File: config.mk
export PLATFORM = sky130hd
export DESIGN_NAME = id_ex_stage
export DESIGN_NICKNAME = d
export VERILOG_FILES = /design/src/rtl/id_ex_stage.sv
export SDC_FILE = /design/constraint.sdc
export NUM_CORES = 1
export LEC_CHECK = 0
export ABC_AREA = 1
export CAP_MARGIN = 10
export CELL_PAD_IN_SITES_DETAIL_PLACEMENT = 1
export CELL_PAD_IN_SITES_GLOBAL_PLACEMENT = 1
export CORE_UTILIZATION = 27
export DETAILED_ROUTE_END_ITERATION = 12
export GPL_TIMING_DRIVEN = 0
export HOLD_SLACK_MARGIN = 0.05
export MAX_ROUTING_LAYER = met4
export PLACE_DENSITY = 0.79
export RECOVER_POWER = 50
export SYNTH_ARGS = -nofsm -noshare
export SYNTH_HDL_FRONTEND = slang
export SYNTH_SLANG_ARGS = --single-unit
File: constraint.sdc
create_clock -name clk -period 1.6 [get_ports clk]
set_input_delay 0.16 -clock clk [delete_from_list [all_inputs] [get_ports clk]]
set_output_delay 0.16 -clock clk [all_outputs]
set_load 0.02 [all_outputs]
File: src/rtl/id_ex_stage.sv
// ID/EX pipeline register with operand forwarding and load-use hazard detection.
// Holds the decoded instruction for one cycle, muxes forwarded results from the
// EX/MEM and MEM/WB stages onto the ALU operands, and requests an IF/ID freeze
// when the instruction in EX is a load whose destination the ID instruction reads.
module id_ex_stage (
    input  logic        clk,
    input  logic        rst_n,
    input  logic        id_valid,
    input  logic [31:0] id_pc,
    input  logic [31:0] id_rs1_data,
    input  logic [31:0] id_rs2_data,
    input  logic [31:0] id_imm,
    input  logic [4:0]  id_rs1_addr,
    input  logic [4:0]  id_rs2_addr,
    input  logic [4:0]  id_rd_addr,
    input  logic [3:0]  id_alu_sel,
    input  logic        id_asel,
    input  logic        id_bsel,
    input  logic        id_reg_wen,
    input  logic        id_mem_read,
    input  logic        stall,
    input  logic        flush,
    input  logic [4:0]  exmem_rd,
    input  logic        exmem_reg_wen,
    input  logic [31:0] exmem_result,
    input  logic [4:0]  memwb_rd,
    input  logic        memwb_reg_wen,
    input  logic [31:0] memwb_result,
    output logic [31:0] alu_inp1,
    output logic [31:0] alu_inp2,
    output logic [3:0]  alu_sel,
    output logic        ex_valid,
    output logic [31:0] ex_pc,
    output logic [4:0]  ex_rd_addr,
    output logic        ex_reg_wen,
    output logic        ex_mem_read,
    output logic [31:0] ex_store_data,
    output logic        load_use_stall
);

    logic        r_valid;
    logic [31:0] r_pc;
    logic [31:0] r_rs1_data;
    logic [31:0] r_rs2_data;
    logic [31:0] r_imm;
    logic [4:0]  r_rs1_addr;
    logic [4:0]  r_rs2_addr;
    logic [4:0]  r_rd_addr;
    logic [3:0]  r_alu_sel;
    logic        r_asel;
    logic        r_bsel;
    logic        r_reg_wen;
    logic        r_mem_read;

    logic        w_load_use;
    logic [31:0] w_fwd_rs1;
    logic [31:0] w_fwd_rs2;

    // Youngest producer wins; x0 is never a forwarding target.
    function automatic logic [31:0] fwd_pick(input logic [4:0]  addr,
                                             input logic [31:0] reg_data);
        if (exmem_reg_wen && exmem_rd != 5'd0 && exmem_rd == addr)
            return exmem_result;
        else if (memwb_reg_wen && memwb_rd != 5'd0 && memwb_rd == addr)
            return memwb_result;
        else
            return reg_data;
    endfunction

    // Load in EX feeding a source of the ID instruction: data not ready yet.
    assign w_load_use = r_valid & r_mem_read & (r_rd_addr != 5'd0) & id_valid &
                        ((id_rs1_addr == r_rd_addr) | (id_rs2_addr == r_rd_addr));

    // Forwarding is purely combinational so a held instruction sees late results.
    always_comb begin
        w_fwd_rs1 = fwd_pick(r_rs1_addr, r_rs1_data);
        w_fwd_rs2 = fwd_pick(r_rs2_addr, r_rs2_data);
    end

    // Pipeline register: flush > stall > load-use bubble > capture.
    always_ff @(posedge clk or negedge rst_n) begin
        if (!rst_n) begin
            r_valid    <= 1'b0;
            r_pc       <= '0;
            r_rs1_data <= '0;
            r_rs2_data <= '0;
            r_imm      <= '0;
            r_rs1_addr <= '0;
            r_rs2_addr <= '0;
            r_rd_addr  <= '0;
            r_alu_sel  <= '0;
            r_asel     <= 1'b0;
            r_bsel     <= 1'b0;
            r_reg_wen  <= 1'b0;
            r_mem_read <= 1'b0;
        end else if (flush || (!stall && w_load_use)) begin
            // Squash and bubble look identical: kill side effects, keep operands.
            r_valid    <= 1'b0;
            r_reg_wen  <= 1'b0;
            r_mem_read <= 1'b0;
            r_alu_sel  <= 4'b0000;
        end else if (!stall) begin
            r_valid    <= id_valid;
            r_pc       <= id_pc;
            r_rs1_data <= id_rs1_data;
            r_rs2_data <= id_rs2_data;
            r_imm      <= id_imm;
            r_rs1_addr <= id_rs1_addr;
            r_rs2_addr <= id_rs2_addr;
            r_rd_addr  <= id_rd_addr;
            r_alu_sel  <= id_alu_sel;
            r_asel     <= id_asel;
            r_bsel     <= id_bsel;
            // An invalid slot must never write the register file or memory.
            r_reg_wen  <= id_reg_wen & id_valid;
            r_mem_read <= id_mem_read & id_valid;
        end
    end

    assign alu_inp1       = r_asel ? r_pc  : w_fwd_rs1;
    assign alu_inp2       = r_bsel ? r_imm : w_fwd_rs2;
    assign ex_store_data  = w_fwd_rs2;
    assign alu_sel        = r_alu_sel;
    assign ex_valid       = r_valid;
    assign ex_pc          = r_pc;
    assign ex_rd_addr     = r_rd_addr;
    assign ex_reg_wen     = r_reg_wen;
    assign ex_mem_read    = r_mem_read;
    assign load_use_stall = w_load_use;

endmodule

==> results of run 1 <==
-- stage by stage --
stage,hold WS (ns),instances
after floorplan,-0.1356,1364
after global placement,0.4534,2184
after detailed placement,0.1621,2185
after CTS,0.2536,2241
after global routing,0.2738,2271
final,0.2652,2271
-- path summary, 6_finish.rpt --
path	start	cells after the start	endpoint	slack (ns)
setup / recovery	r_rs2_addr[0]	10	ex_store_data[15]	-0.83
hold / removal	id_rd_addr[1]	3	ex_rd_addr[1]	0.27
setup reg to reg	ex_rd_addr[0]	10	r_imm[25]	-0.24
hold reg to reg	r_imm[1]	2	r_imm[1]	0.48
max in group asynchronous	rst_n	3	r_rs2_addr[3]	0.10
min in group asynchronous	rst_n	2	r_imm[15]	0.47
-- Yosys cell counts (3+ instances only) --
library cell  count  area share [%]
nor2_2            3            0.20
nand2_1         574              23
buf_1             6            0.24
xnor2_1          11             1.0
xor2_1           17             1.6
nor2_1           16            0.65
and2_1           32             2.2
buf_6             6            0.73
nand4_1           3            0.20
dfrtp_1         152              41
nand3_1         380              21
buf_2            32             1.7
buf_4             8            0.65
clkbuf_1         45             1.8
inv_1            73             3.0
-- cell usage in the layout (no fill, tap or decap), types with 8 or more instances in the layout --
master and n:
nand2_1 434, clkdlybuf4s50_1 272, nand3_1 238, dfrtp_1 143, nand3_2 121, buf_6 119, nand2_2 96, inv_1 70
nand2_4 42, buf_4 34, and2_4 30, nand3_4 21, clkbuf_16 21, clkbuf_1 19, buf_12 15, xor2_1 14
diode_2 13, nor2_1 11, buf_8 10, buf_2 10, clkbuf_2 10, clkbuf_8 10, dfrtp_2 9, nor2_4 8
-- where the power goes --
group          total, mW  switching [mW]  leakage, nW  internal (mW)
Clock               4.26            1.72        0.290           2.54
Sequential          4.80           0.477         1.88           4.32
Combinational       6.42            3.48         6.09           2.94
-- worst max-delay path, cell delays in order (launching register included) --
cell and delay, ns:
dfrtp_2 0.46, xnor2_2 0.17, nand3_2 0.12, nor2_4 0.12
buf_12 0.15, nand2_8 0.12, buf_6 0.17, nand2_2 0.07
nand3_2 0.11, and2_1 0.16, buf_2 0.16
-- area by class of cell --
type | count | area (sq um)
clock inverters | 11 | 145.1
diodes | 13 | 32.53
well taps | 448 | 560.5
plain buffers | 96 | 913.4
flip-flops and latches | 152 | 3815
multi-input cells | 1043 | 6356
fillers | 3958 | 16630
clock buffers | 21 | 460.4
inverters | 73 | 279.0
repair buffers | 414 | 4344
-- registers in the layout, summed over array words and instances (netlist names) --
register,flops
alu_sel,4
r_asel,1
ex_valid,1
r_rs2_data,32
r_rs1_data,32
r_bsel,1
r_rs1_addr,5
ex_mem_read,1
ex_reg_wen,1
ex_rd_addr,5
ex_pc,32
r_rs2_addr,5
r_imm,32
-- what timing repair did --
| action | 4_1_cts | 5_1_grt |
|---|---|---|
| setup buffers | 15 | 16 |
| gates resized for setup | 757 | 427 |
| endpoints found under the hold margin | 68 | 0 |
| gates cloned | 8 | 2 |
| hold buffers | 1 | 0 |
| pin swaps | 57 | 73 |
| endpoints found under the setup margin | 290 | 292 |
-- cell families after synthesis --
| family | after synthesis | synth area share, % |
|---|---|---|
| AO/OA/AOI/OAI | 1 | 0.05434 |
| XOR/XNOR | 28 | 2.665 |
| buffers and inverters | 170 | 8.186 |
| flip-flops | 152 | 41.34 |
| AND/OR/NAND/NOR | 1013 | 47.76 |
-- metal layers --
layer  wire length (um)  GRT usage [%]  vias to the layer above
met2              25520          46.90                      395
met1              20060          32.25                     5687
met5                  0              -                        -
met3               2566          5.417                      107
met4               1833          9.521                        0
li1                   -              -                     5241
==> metrics.cfg, run 1 <==
[global_route]
grt_overflow=0
grt_usage_pct=27.54
grt_pass1_wl_um=70900
antenna_found_initial=13
grt_max_degree=85
first_global_vias=11820

[detailed_routing]
routed_wl_um=49990
routedWlPerCell_um=22.01
initialDrtViolationCount=585
ant_nets=0
firstDrtPassIters=5
vias=11430
route.detailed.drc=0
drt-vias-per-instance=5.033

[timing]
fin_ws_ns=-0.8257
setup_viol=274
final_max_slew_viol_count=0
skew_ns=0.01360
tns_ns=-91.85
min_period_over_period_pct=151.6
rsz0062_at_grt=true
slew_headroom_pct=29.18
hold_viol=0
post-route-min-period_ns=2.426
clock.fmax_mhz=412.2
worstMarginPinSlew_ns=1.062

[hold_path]
hold_path.class=in -> reg

[clocking]
clk_latency_ns=0.44
cts.path.max_buffers=2
cts-root-buf=clkbuf_16
cts_buffers=17
cts_tree=built
cts_sinks=152
htree_levels=4
path_clk_slew_ns=0.07

[synthesis]
yosys_warnings=0
mappedNetlistNets=1596
synth-edff-count=0
ys_async_sr_fraction_pct=100.0
syn_area_sq_um=9201
synthDistinctLibCells=21
synth_top_flop_cell=dfrtp_1
synth-seq-area-share_pct=41.34
ys_ff_latch=152
avgSynthCellArea_sq_um=6.746
syn_inst=1364

[layout]
drive_gt1_share_pct=32.82
fin_area_sq_um=16910
syn2layout_area_growth_pct=83.74
fin_util_pct=50.42
fin_nets=2029

[run_status]
violations=negative setup slack
status=finished with violations

[floorplan]
die_h_um=186.6
boundaryPins=373
die_area_sq_um=34820
fp-row-count=67
dieWidth_um=186.6
start_util_pct=27.44
coreArea_sq_um=33530

[placement]
gp_congestion=0.9121
place.detailed.hpwl_um=36260
pre_cts_ws_ns=-1.683
placed_area_sq_um=13530
portBuffers=372

[power_and_ir_drop]
vdd_drop_max_mv=0.7841
power.density_nw_per_um2=915.2
p_leak_nw=8.256
p_total_mw=15.47

[worst_setup_path]
crit_fanout=8
startpoint_type=flop
crit_required_ns=1.44
worstPathArrival_ns=2.27
end_kind=output pin
crit_type=reg -> out

[flow_run]
drv_cap=0

No activity file was read; power rests on OpenSTA's default activity.
==> run 2, diff against run 1 <==
--- a/config.mk
+++ b/config.mk
@@ -6,15 +6,15 @@
 export NUM_CORES = 1
 export LEC_CHECK = 0
 export ABC_AREA = 1
-export CAP_MARGIN = 10
+export CAP_MARGIN = 20
 export CELL_PAD_IN_SITES_DETAIL_PLACEMENT = 1
 export CELL_PAD_IN_SITES_GLOBAL_PLACEMENT = 1
-export CORE_UTILIZATION = 27
+export CORE_UTILIZATION = 32
 export DETAILED_ROUTE_END_ITERATION = 12
 export GPL_TIMING_DRIVEN = 0
 export HOLD_SLACK_MARGIN = 0.05
 export MAX_ROUTING_LAYER = met4
-export PLACE_DENSITY = 0.79
+export PLACE_DENSITY = 0.87
 export RECOVER_POWER = 50
 export SYNTH_ARGS = -nofsm -noshare
 export SYNTH_HDL_FRONTEND = slang
==> constraint.sdc (replaced) <==
create_clock -name clk -period 3 [get_ports clk]
set_input_delay 0.3 -clock clk [delete_from_list [all_inputs] [get_ports clk]]
set_output_delay 0.3 -clock clk [all_outputs]
set_load 0.02 [all_outputs]
==> run 2 against run 1 <==
Net effect: the run ends with max-capacitance violations, max-slew violations left; worst hold slack gained 0.15 ns; core utilization grew 0.65 points; sequential power is 48% lower; highest routed layer unchanged; combinational power is 59% lower; critical path type unchanged; largest cell class unchanged; global-route usage grew 3.9 points; sequential cell count unchanged; critical path depth rose by 1.
==> metrics.cfg, run 2 (synthesis results as in run 1) <==
[timing]
setup_viol=0
whs_ns=0.4193
min_period_over_period_pct=97.91
post-route-min-period_ns=2.937
final_max_slew_viol_count=84
skew_ns=0.02034
tns_ns=0
hold_viol=0
clock.fmax_mhz=340.5
slew_headroom_pct=-51.82
worstMarginPinSlew_ns=2.277

[clocking]
path_clk_slew_ns=0.08
cts.path.max_buffers=2
cts_sinks=152
clk_latency_ns=0.43
cts_tree=built
cts_buffers=17
htree_levels=4
cts-root-buf=clkbuf_16

[floorplan]
die_area_sq_um=29440
fp-row-count=61
dieWidth_um=171.6
die_h_um=171.6
coreArea_sq_um=28010
start_util_pct=32.85
boundaryPins=373

[global_route]
first_global_vias=11410
grt_pass1_wl_um=66920
grt_overflow=0
antenna_found_initial=6
grt_usage_pct=31.44
grt_max_degree=85

[worst_setup_path]
crit_type=reg -> out
crit_fanout=10
rrSetupSlack_ns=0.29
timing.rr.end=r_rs1_data[7]
rr_startpoint=ex_rd_addr[1]
crit_required_ns=2.70
rr_worst_depth=10
worstPathArrival_ns=2.64
cp-startpoint=r_rs1_addr[0]
startpoint_type=flop
end_kind=output pin

[placement]
gp_congestion=0.9255
place_inst=2115
portBuffers=372
place.detailed.hpwl_um=35160

[hold_path]
hold_path.class=in -> reg
min_path_cells=3
min_from=id_pc[26]
holdPathEnd=ex_pc[26]

[power_and_ir_drop]
vdd_drop_max_mv=0.4754
p_total_mw=7.427
p_leak_nw=7.805
pwr-share-seq_pct=33.8
clkPwrFrac_pct=31.1
swShare_pct=37.17
power.density_nw_per_um2=519.2
p_sw_mw=2.761
comb_power_share_pct=35.1
internal-power_mw=4.667

[detailed_routing]
route.detailed.drc=0
drt-vias-per-instance=5.023
ant_nets=0
initialDrtViolationCount=719
vias=10850
routedWlPerCell_um=20.60
firstDrtPassIters=5
routed_wl_um=44490

[flow_run]
drv_cap=1

[layout]
fin_util_pct=51.07
final_cell_mix=nand2_1 (571), nand3_1 (380), clkdlybuf4s50_1 (236)
stdcell_count=2160
fin_nets=1995
syn2layout_area_growth_pct=55.47
drive_gt1_share_pct=6.363
final_common_cell=nand2_1

[run_status]
status=finished with violations
violations=max-capacitance violations, max-slew violations

[run 2: critical path: stages (launching register included)]
cell           delay, ns
dfrtp_1             0.43
xnor2_1             0.22
nand3_1             0.16
nor2_4              0.18
buf_12              0.14
nand2_2             0.10
clkbuf_4            0.22
nand2_1             0.07
nand3_1             0.09
nand2_1             0.13
nand2_1             0.12
dlygate4sd2_1       0.34
[run 2: per-stage QoR]
step	worst slack, ns	area (sq um)
2_1_floorplan	1.197	9201
3_3_place_gp	-4.715	13400
3_5_place_dp	-0.5541	13430
4_1_cts	0.001527	14170
5_1_grt	-0.04205	14310
6_report	0.06276	14310
[run 2: cell type report]
| class | count | area [sq um] |
|---|---|---|
| inverters | 73 | 274.0 |
| clock inverters | 14 | 175.2 |
| diodes | 6 | 15.01 |
| clock buffers | 18 | 439.2 |
| flip-flops and latches | 152 | 3804 |
| multi-input cells | 1042 | 4712 |
| fillers | 3582 | 13710 |
| repair buffers | 380 | 3908 |
| well taps | 378 | 473.0 |
| plain buffers | 97 | 505.5 |
[run 2: worst max path at each step]
stage	end	cells after the start
4_1_cts	alu_inp1[6]	11
2_1_floorplan	alu_inp2[10]	7
5_1_grt	alu_inp1[1]	11
3_3_place_gp	r_imm[15]	1
6_report	alu_inp1[1]	11
3_5_place_dp	alu_inp2[21]	9
[run 2: repair_timing]
item,in CTS,in global routing
setup endpoints to repair,96,49
resized for setup,82,53
buffers inserted,5,1
endpoints found under the hold margin,83,0
hold buffers,1,0
pin swaps,5,1
[run 2: power by group through the flow]
stage / Clock [mW] / Combinational [mW] / Sequential (mW)
after global routing: 2.41 / 2.82 / 2.53
final: 2.31 / 2.61 / 2.51
after CTS: 2.33 / 2.66 / 2.50
after detailed placement: 0 / 2.67 / 2.53
after global placement: 0 / 2.61 / 2.52
after floorplan: 0 / 1.21 / 2.55
[run 2: per-layer routing]
metal | share of wire [%] | track usage (%) | wire length (um)
met5 | 0 | - | 0
met4 | 2.7 | 10.75 | 1198
met3 | 5.6 | 4.947 | 2512
met2 | 50 | 52.56 | 22210
met1 | 42 | 38.50 | 18570
==> run 3, diff against run 2 <==
--- a/config.mk
+++ b/config.mk
@@ -6,7 +6,7 @@
 export NUM_CORES = 1
 export LEC_CHECK = 0
 export ABC_AREA = 1
-export CAP_MARGIN = 20
+export CAP_MARGIN = 0
 export CELL_PAD_IN_SITES_DETAIL_PLACEMENT = 1
 export CELL_PAD_IN_SITES_GLOBAL_PLACEMENT = 1
 export CORE_UTILIZATION = 32
==> results of run 3 <==
Final layout, timing and power as in run 2 (identical DEF).
